--- src/rtl/uart_mem_loader.sv ---
// Packs a received UART byte stream little-endian into 32-bit words and writes
// them sequentially through a stall-capable memory port, holding the CPU meanwhile.
module uart_mem_loader #(
    parameter logic [31:0] BASE_ADDR   = 32'h0000_0000,
    parameter int          MAX_WORDS   = 16384,
    parameter logic [15:0] IDLE_CYCLES = 16'd50000
) (
    input  logic        clk,
    input  logic        rst,
    input  logic [7:0]  byte_in,
    input  logic        byte_valid,
    output logic        mem_we,
    output logic [31:0] mem_addr,
    output logic [31:0] mem_wdata,
    input  logic        mem_ready,
    output logic        loading,
    output logic        done,
    output logic        overflow,
    output logic [14:0] word_count
);

    // state   | meaning
    // S_IDLE  | waiting for the first byte, CPU not held
    // S_LOAD  | packing bytes into words, CPU held
    // S_FLUSH | issuing any partial word and draining the write slot
    // S_DONE  | load finished, everything ignored until reset
    typedef enum logic [1:0] {S_IDLE, S_LOAD, S_FLUSH, S_DONE} state_t;

    localparam logic [15:0] MAX_W = 16'(MAX_WORDS);

    state_t      state;
    logic [1:0]  idx;
    logic [31:0] asm_word;
    logic [15:0] idle_cnt;

    logic        accept;
    logic        slot_free;
    logic [15:0] committed;
    logic        at_limit;
    logic        take_byte;
    logic        word_done;
    logic        flush_issue;
    logic        issue;
    logic [31:0] full_word;
    logic [31:0] issue_word;

    assign accept      = mem_we & mem_ready;
    assign slot_free   = ~mem_we | accept;
    // Words already accepted plus the one in the slot; once this hits the
    // limit no further word may be formed, so no write lands past the limit.
    assign committed   = {1'b0, word_count} + {15'd0, mem_we};
    assign at_limit    = committed >= MAX_W;
    assign take_byte   = (state == S_LOAD) && byte_valid && !at_limit;
    assign full_word   = {byte_in, asm_word[23:0]};
    assign word_done   = take_byte && (idx == 2'd3);
    assign flush_issue = (state == S_FLUSH) && (idx != 2'd0) && slot_free;
    assign issue       = (word_done && slot_free) || flush_issue;
    assign issue_word  = word_done ? full_word : asm_word;

    always_ff @(posedge clk) begin
        if (rst) begin
            state      <= S_IDLE;
            idx        <= 2'd0;
            asm_word   <= 32'd0;
            idle_cnt   <= 16'd0;
            mem_we     <= 1'b0;
            mem_addr   <= BASE_ADDR;
            mem_wdata  <= 32'd0;
            loading    <= 1'b0;
            done       <= 1'b0;
            overflow   <= 1'b0;
            word_count <= 15'd0;
        end else begin
            if (accept) begin
                word_count <= word_count + 15'd1;
                mem_addr   <= mem_addr + 32'd4;
            end
            if (issue) begin
                mem_we    <= 1'b1;
                mem_wdata <= issue_word;
            end else if (accept) begin
                mem_we <= 1'b0;
            end
            if (word_done && !slot_free)
                overflow <= 1'b1;

            case (state)
                S_IDLE: begin
                    idle_cnt <= 16'd0;
                    if (byte_valid) begin
                        asm_word <= {24'd0, byte_in};
                        idx      <= 2'd1;
                        loading  <= 1'b1;
                        state    <= S_LOAD;
                    end
                end
                S_LOAD: begin
                    if (take_byte) begin
                        if (idx == 2'd3)
                            asm_word <= 32'd0;
                        else
                            asm_word[{idx, 3'b000} +: 8] <= byte_in;
                        idx <= idx + 2'd1;
                    end
                    if (byte_valid)
                        idle_cnt <= 16'd0;
                    else if (idle_cnt != IDLE_CYCLES)
                        idle_cnt <= idle_cnt + 16'd1;
                    if (idle_cnt == IDLE_CYCLES || {1'b0, word_count} >= MAX_W)
                        state <= S_FLUSH;
                end
                S_FLUSH: begin
                    if (flush_issue) begin
                        idx      <= 2'd0;
                        asm_word <= 32'd0;
                    end else if (idx == 2'd0 && !mem_we) begin
                        loading <= 1'b0;
                        done    <= 1'b1;
                        state   <= S_DONE;
                    end
                end
                default: ;
            endcase
        end
    end

endmodule

--- config.mk ---
export PLATFORM = sky130hd
export DESIGN_NAME = uart_mem_loader
export DESIGN_NICKNAME = d
export VERILOG_FILES = /design/src/rtl/uart_mem_loader.sv
export SDC_FILE = /design/constraint.sdc
export NUM_CORES = 1
export LEC_CHECK = 0
export ABC_CLOCK_PERIOD_IN_PS = 3400
export CAP_MARGIN = 20
export CORE_MARGIN = 4
export CORE_UTILIZATION = 25
export DETAILED_ROUTE_END_ITERATION = 12
export GPL_TIMING_DRIVEN = 0
export HOLD_SLACK_MARGIN = 0.12
export SYNTH_ARGS = -nofsm -noshare
export SYNTH_HDL_FRONTEND = slang
export SYNTH_SLANG_ARGS = --single-unit
--- constraint.sdc ---
create_clock -name clk -period 3.4 [get_ports clk]
set_input_delay 0.68 -clock clk [delete_from_list [all_inputs] [get_ports clk]]
set_output_delay 0.68 -clock clk [all_outputs]
set_load 0.03 [all_outputs]
* Word-level counts from Yosys, hierarchy flattened
Cells that the tools add are included.
Operators by class: add/subtract/negate cells 6, $lt $le $gt $ge 2, equality and inequality tests 12, shift-type cells 2, mux-type cells 24, bitwise logic cells 4, reduce and logical (&&, ||, !) cells 25
Operators by type and width (number):
- $mux 32 | 5
- $pmux 32 s3 | 1
- $add 32x3->32 const B | 1
- $bwmux 32 | 1
- $mux 16 | 2
- $pmux 16 s2 | 1
- $shift 8x7->32 const A | 1
- $shiftx 8x7->32 | 1
- $add 15x1->16 | 1
- $add 16x1->16 const B | 1
- $eq 16x16->1 const B | 1
- $ge 16x15->1 const B | 1
- $ne 16x16->1 const B | 1
- $add 15x1->15 const B | 1
- $ge 15x15->1 const B | 1
- $mux 2 | 6
- $pmux 2 s3 | 2
- $logic_and 1x1->1 | 8
- $ne 2x2->1 const B | 4
- $reduce_and 4->1 | 2
- $reduce_bool 2->1 | 4
- $neg 5->7 | 1
- $mux 1 | 5
- $reduce_and 5->1 | 1
- 15 further kinds | 22
Storage, ports and cells: bits in registers 135, bits of input ports 12, output and inout port bits 83, logic and storage cells 86

* Longest topological paths before layout
Gate-level depths: netlist of run 1.
depth after elaboration 8, mapped depth 10, gate-level depth less buffers 8

* Worst setup path after synthesis of run 1
No wires, ideal clock.
kind reg2reg, from register word_count[0], to register asm_word[0], library setup time 0.061 ns, data arrival time 2.469 ns, required time 3.339 ns, path slack 0.871 ns, cell stages (with the launch flop) 9, path buffers 0, period minus slack after synthesis 2.529 ns, path through dfxtp_1 > ha_1 > ha_1 > nand2_1 > nor4_4 > xnor2_1 > a21oi_1 > a2111oi_2 > a22o_1
Between the ends: cells in the longest elaborated chain, start to end 6
Ends and longest elaborated chain:
- from (decl) | line 19 | output logic [14:0] word_count
- from (signal assigned) | line 75 | word_count <= word_count + 15'd1;
- $add 15x1->16 | line 51 | assign committed = {1'b0, word_count} + {15'd0, mem_we};
- $ge 16x15->1 | line 52 | assign at_limit = committed >= MAX_W;
- $logic_not 1->1 | line 53 | assign take_byte = (state == S_LOAD) && byte_valid && !at_limit;
- $logic_and 1x1->1 | line 53
- $ne 2x2->1 (no source line)
- $reduce_and 4->1 (no source line)
- to (signal assigned) | line 91 | asm_word <= {24'd0, byte_in};
- to (signal, indexed assignment) | line 102 | asm_word[{idx, 3'b000} +: 8] <= byte_in;
- to (decl) | line 33 | logic [31:0] asm_word;
Every way passes these cells. A chain may end at the register's enable or synchronous reset.

* Final worst setup path of run 1
from input port byte_valid, to register asm_word[16]
Between the ends: cells in the longest elaborated chain, start to end 4, elaborated cells on any way between the ends 5, those cells by class eq/ne: 2; reduce/logical: 3
Ends and longest elaborated chain:
- from (decl) | line 11 | input logic byte_valid,
- $logic_and 1x1->1 (2 in series) | line 53
- $ne 2x2->1 (no source line)
- $reduce_and 4->1 (no source line) *
Mark *: on every way between the ends. The rest lies on a longest branch, timed or not.

==> run summary, run 1 <==
pin count of the biggest net entering global routing = 17
root buffer cell = sky130_fd_sc_hd__clkbuf_16
DRC viols = 0
placeable core region = 0.0226 mm2
final max-slew violation count = 0
H-tree levels = 4
gate count after technology mapping = 607
hold buffer count at cts = 0
Yosys top cell by area = sky130_fd_sc_hd__dfxtp_1
remaining max-slew budget at the tightest pin = 34.8%
routability congestion estimate from global placement = 0.846
TritonCTS Buffers = 17
fraction of post-synthesis cell area in the top cell type by area = 46.4%
critical path required time = 3.76 ns
Yosys reg bits = 133
number of endpoints with negative hold slack in the final report = 0
endpoint arrival time on the critical path = 3.25 ns
die area = 0.0254 mm2
Async S/R FF share, synth = 0%
Pre-Repair DR Iteration Count = 6
most common cell after layout, fill and taps aside = sky130_fd_sc_hd__dfxtp_1
sequential area share after synthesis = 46.4%
most used cells in the layout excluding fill and tap cells = sky130_fd_sc_hd__dfxtp_1, sky130_fd_sc_hd__clkdlybuf4s50_1, sky130_fd_sc_hd__nor2_1, sky130_fd_sc_hd__a21oi_1, sky130_fd_sc_hd__a22o_1
per-cell routed wire length = 14.8 um
min Tclk post-route = 2.90 ns
Critical Path Source Type = input pin
TritonCTS clock tree = done
IR drop worst, VDD = 396 uV
Non-Filler Cell Area, Final = 0.00757 mm2
power per unit of standard cell area = 563 mW/mm2
outcome = completed
unrepaired setup endpoints after global routing = no
f_max = 345 MHz
classification of the worst setup path = input pin to flop
vias in the first global route = 4669
area delta synth->final = 32.0%
Pwr Total = 0.00426 W
Setup crit end kind = flop
count of inserted antenna diode cells = 0
quantity of gates resized following cts = 0
global route overflow = 0
routed wire length = 15.0 mm
Mean Syn Cell Area = 9.45 um2
first-pass GRT wire length = 24.6 mm
leading post-synthesis cells by cell area = sky130_fd_sc_hd__dfxtp_1, sky130_fd_sc_hd__nor2_1, sky130_fd_sc_hd__a22o_1, sky130_fd_sc_hd__xnor2_1, sky130_fd_sc_hd__mux2i_1
post-route core utilization = 33.5%
I/O pin cnt = 95
number of maximum-capacitance constraint violations = 0
number of enable flip-flop cells after synthesis = 0
final critical-path share of the clock period = 85.2%
worst-skew pair later-pin latency = 0.42 ns
number of distinct library cells after synthesis = 58
post-place instance area = 0.00701 mm2
starting DRC count in detailed routing = 237
via count of the routed design = 4678
Syn. warnings = 0
final-stage net count = 748
die boundary width = 159 um
Crit Path Max Fanout = 8
post-detailed-placement half-perimeter wirelength = 10.7 mm
number of antenna violations at the first check in global routing = 0
number of standard-cell rows in the floorplan = 55
pre-CTS setup slack = 0.118 ns
Max clock buf depth = 2
clock transition at the register clock pins on the worst setup and hold paths after CTS = 0.06 ns
Starting Density = 25.4%
ratio of cells with drive above 1 in the final layout = 7.65%
dominant register cell in the synthesized netlist = sky130_fd_sc_hd__dfxtp_1
transition time at the pin with the least slew margin = 0.971 ns
skew final = 0.0121 ns
final setup violation count = 0
aggregate negative setup slack = 0 ns
Hold Crit Class = flop to flop
total global routing track utilization = 12.0%
cell area after synthesis = 0.00573 mm2
Via density = 4.60
Num Clock Sinks = 133
worst path setup slack after routing = 0.505 ns
height of the die = 159 um
Port Buf Inserts = 91
buffer count from post-CTS setup fixing = 0
leakage power summed over all cells = 2.86 nW
number of antenna-violating nets in the routed design = 0
worst max-delay path, cell delays in order:
cell and delay (ns):
sky130_fd_sc_hd__clkdlybuf4s50_1 0.62, sky130_fd_sc_hd__inv_1 0.07, sky130_fd_sc_hd__a21oi_1 0.22, sky130_fd_sc_hd__and2_1 0.16, sky130_fd_sc_hd__clkbuf_1 0.28, sky130_fd_sc_hd__nand2_1 0.17, sky130_fd_sc_hd__nor3_1 0.81, sky130_fd_sc_hd__a22o_1 0.26
report_power, final:
| part | leakage, nW | total, W | internal (W) | switching [W] |
|---|---|---|---|---|
| registers | 1.07 | 0.00172 | 0.00165 | 0.0000715 |
| clock network | 0.274 | 0.00172 | 0.000971 | 0.000745 |
| logic | 1.51 | 0.000820 | 0.000292 | 0.000528 |
flip-flops by register name (all words and copies together) (netlist names):
signal      cells
done            1
mem_addr       30
mem_we          1
mem_wdata      32
idle_cnt       16
overflow        1
word_count     15
idx             2
asm_word       32
state           2
loading         1
final cells by class:
cell class | instances | area, um2
tap | 285 | 357
sequential | 133 | 2660
multi-input combinational | 426 | 2860
fill | 2368 | 15000
clock buffer | 18 | 439
timing repair buffer | 92 | 918
buffer | 23 | 120
clock inverter | 14 | 116
inverter | 26 | 97.6
Yosys cell counts (all sizes together), types with 2 or more instances:
cell type and count:
dfxtp 133, nor2 91, a21oi 33, a22o 31, xnor2 29, nand2 27
inv 26, mux2i 25, nand4 24, nand3 23, xor2 20, ha 17
o21ai 16, clkbuf 13, nor3 13, or3 11, buf 10, and3 9
nor2b 8, o221a 8, and2 4, o221ai 4, nor4 3, a31oi 2
nand2b 2, o31ai 2, or2 2, or4b 2
stage by stage:
stage / hold WS, ns / std cells
floorplan: 0.442 / 608
global placement: 0.458 / 984
detailed placement: 0.460 / 984
CTS: 0.476 / 1016
global route: 0.490 / 1017
finish: 0.472 / 1017
metal layers:
layer  wire [um]  GRT usage, %  vias up
li1            -             -     2367
met1        7130          15.1     2197
met2        6690          18.7       97
met3        1020          4.58       17
met4         189          4.22        0
met5           0             0        -
logic make-up after synthesis:
family / after synthesis / synth area share, %
and+or+nand+nor: 224 / 19.8
DFF: 133 / 46.4
AOI/OAI and AO/OA: 108 / 14.0
xor gates and xnor gates: 49 / 7.62
buffers and inverters: 49 / 3.80
muxes: 26 / 4.56
adders and majority gates: 17 / 3.71
other: 1 / 0.0654
path summary, 6_finish.rpt:
path,startpoint,end,slack [ns],cells after the start
setup / recovery,byte_valid,asm_word[16],0.50,8
hold reg to reg,asm_word[18],asm_word[18],0.47,1
setup reg to reg,idx[0],asm_word[16],0.52,8
hold / removal,asm_word[18],asm_word[18],0.47,1
No activity file was read; power rests on OpenSTA's default activity.
==> run 2, diff against run 1 <==
--- a/config.mk
+++ b/config.mk
@@ -7,7 +7,7 @@
 export LEC_CHECK = 0
 export ABC_CLOCK_PERIOD_IN_PS = 3400
 export CAP_MARGIN = 20
-export CORE_MARGIN = 4
+export CORE_MARGIN = 2
 export CORE_UTILIZATION = 25
 export DETAILED_ROUTE_END_ITERATION = 12
 export GPL_TIMING_DRIVEN = 0
==> run 2 against run 1 <==
Largest cell class unchanged. Cell count unchanged. Largest power group is now clock. Maximum frequency down 1.8%. Non-clock buffer count down 1.
==> run summary, run 2 (synthesis gave the netlist of run 1 again) <==
outcome = completed
Port Buf Inserts = 91 (unchanged)
endpoint arrival time on the critical path = 3.33 ns (+0.08 ns)
I/O pin cnt = 95 (unchanged)
f_max = 339 MHz (-1.8%)
TritonCTS Buffers = 17 (unchanged)
DRC viols = 0 (unchanged)
number of antenna-violating nets in the routed design = 0 (unchanged)
global route overflow = 0 (unchanged)
Critical Path Source Type = flop
min Tclk post-route = 2.95 ns (+0.0545 ns)
hold buffer count at cts = 0 (unchanged)
H-tree levels = 4 (unchanged)
placeable core region = 0.0226 mm2 (unchanged)
Setup crit end kind = flop
IR drop worst, VDD = 363 uV (-8.3%)
number of fillers in the final layout = 2325 (-1.8%)
number of endpoints with negative hold slack in the final report = 0 (unchanged)
aggregate negative setup slack = 0 ns (unchanged)
Starting Density = 25.4% (unchanged)
die boundary width = 155 um (-2.5%)
root buffer cell = sky130_fd_sc_hd__clkbuf_16
Pwr Total = 0.00440 W (+3.3%)
number of standard-cell rows in the floorplan = 55 (unchanged)
classification of the worst setup path = flop to flop
ratio of cells with drive above 1 in the final layout = 7.52% (-0.13 points)
Crit Path Max Fanout = 8 (unchanged)
starting DRC count in detailed routing = 205 (-14%)
final critical-path share of the clock period = 86.8% (+1.6 points)
transition time at the pin with the least slew margin = 1.01 ns (+0.0389 ns)
skew final = 0.00999 ns (-0.00212 ns)
quantity of gates resized following cts = 0 (unchanged)
total global routing track utilization = 12.5% (+0.57 points)
final max-slew violation count = 0 (unchanged)
Num Clock Sinks = 133 (unchanged)
post-detailed-placement half-perimeter wirelength = 10.4 mm (-2.5%)
final setup violation count = 0 (unchanged)
Max clock buf depth = 2 (unchanged)
leakage power summed over all cells = 2.88 nW (+0.59%)
buffer count from post-CTS setup fixing = 0 (unchanged)
final-stage net count = 747 (-0.13%)
number of maximum-capacitance constraint violations = 0 (unchanged)
Pre-Repair DR Iteration Count = 5 (-1)
worst-skew pair later-pin latency = 0.43 ns (about the same)
pin count of the biggest net entering global routing = 17 (unchanged)
remaining max-slew budget at the tightest pin = 32.2% (-2.6 points)
vias in the first global route = 4519 (-3.2%)
largest registers ranked by flip-flop count = asm_word (32), mem_wdata (32), mem_addr (30)
TritonCTS clock tree = done
unrepaired setup endpoints after global routing = no
critical path required time = 3.78 ns (+0.02 ns)
per-cell routed wire length = 14.4 um (-2.8%)
clock transition at the register clock pins on the worst setup and hold paths after CTS = 0.07 ns (about the same)
via count of the routed design = 4699 (+0.45%)
routability congestion estimate from global placement = 0.840 (-0.72%)
power per unit of standard cell area = 577 mW/mm2 (+2.6%)
routed wire length = 14.6 mm (-2.8%)
Via density = 4.62 (+0.45%)
area delta synth->final = 32.9%
first-pass GRT wire length = 23.9 mm (-3.0%)
Hold Crit Class = flop to flop
most common cell after layout, fill and taps aside = sky130_fd_sc_hd__dfxtp_1
height of the die = 155 um (-2.5%)
number of antenna violations at the first check in global routing = 0 (unchanged)
die area = 0.0242 mm2 (-5.0%)
most used cells in the layout excluding fill and tap cells = sky130_fd_sc_hd__dfxtp_1, sky130_fd_sc_hd__clkdlybuf4s50_1, sky130_fd_sc_hd__nor2_1, sky130_fd_sc_hd__a21oi_1, sky130_fd_sc_hd__a22o_1
## run 2: changes by cell type in the layout (fill, tap and decap cells not counted)
| cell | previous run | this run |
|---|---|---|
| sky130_fd_sc_hd__bufinv_16 | 0 | 1 |
| sky130_fd_sc_hd__clkbuf_8 | 1 | 0 |
| sky130_fd_sc_hd__clkinv_8 | 0 | 3 |
| sky130_fd_sc_hd__inv_8 | 1 | 5 |
| sky130_fd_sc_hd__inv_6 | 6 | 2 |
| sky130_fd_sc_hd__diode_2 | 0 | 1 |
| sky130_fd_sc_hd__clkinv_2 | 2 | 0 |
| sky130_fd_sc_hd__clkinv_4 | 4 | 3 |
| sky130_fd_sc_hd__clkbuf_4 | 1 | 0 |
## run 2: per-stage QoR
stage                     utilization, %  std cells  hold slack [ns]  cell area (um2)  worst slack, ns
after CTS                           33.7       1016            0.477             7620            0.420
after global routing                33.7       1016            0.489             7620            0.183
after floorplan                        -        608            0.442             5740            0.871
after detailed placement            31.0        984            0.457             7010            0.102
final                               33.8       1017            0.476             7620            0.450
after global placement              31.0        984            0.458             7010            0.141
## run 2: path summary, 6_finish.rpt
path | start | slack, ns | cells after the start | to
setup / recovery | idx[0] | 0.45 | 8 | asm_word[16]
hold reg to reg | asm_word[23] | 0.48 | 1 | asm_word[23]
setup reg to reg | idx[0] | 0.45 | 8 | asm_word[16]
hold / removal | asm_word[23] | 0.48 | 1 | asm_word[23]
## run 2: layer usage
| layer | vias to the layer above | track usage, % | share of wire (%) |
|---|---|---|---|
| met5 | - | 0 | 0 |
| met4 | 0 | 4.24 | 1.6 |
| met3 | 22 | 4.79 | 6.9 |
| met2 | 106 | 19.1 | 45 |
| met1 | 2200 | 16.2 | 46 |
| li1 | 2371 | - | - |
## run 2: area by class of cell
type	instances	area, um2	share of cell area, %
Clock buffer	17	425	5.58
Sequential cell	133	2660	34.9
Multi-Input combinational cell	426	2860	37.5
Timing Repair Buffer	91	911	12.0
Tap cell	285	357	4.68
Inverter	26	97.6	1.28
Buffer	23	120	1.58
Clock inverter	15	186	2.45
Antenna cell	1	2.50	0.0328
## run 2: critical path, stage by stage, from the launching register on
cell and delay, ns:
sky130_fd_sc_hd__dfxtp_1 0.46, sky130_fd_sc_hd__inv_1 0.21, sky130_fd_sc_hd__ha_1 0.32, sky130_fd_sc_hd__o21ai_0 0.24, sky130_fd_sc_hd__and2_1 0.16, sky130_fd_sc_hd__clkbuf_1 0.27
sky130_fd_sc_hd__nand2_1 0.14, sky130_fd_sc_hd__nor3_1 0.83, sky130_fd_sc_hd__a22o_1 0.26
## run 2: power by group
group | switching (W) | internal [W]
Combinational | 0.000522 | 0.000292
Clock | 0.000807 | 0.00105
Sequential | 0.0000732 | 0.00165
Total | 0.00140 | 0.00300
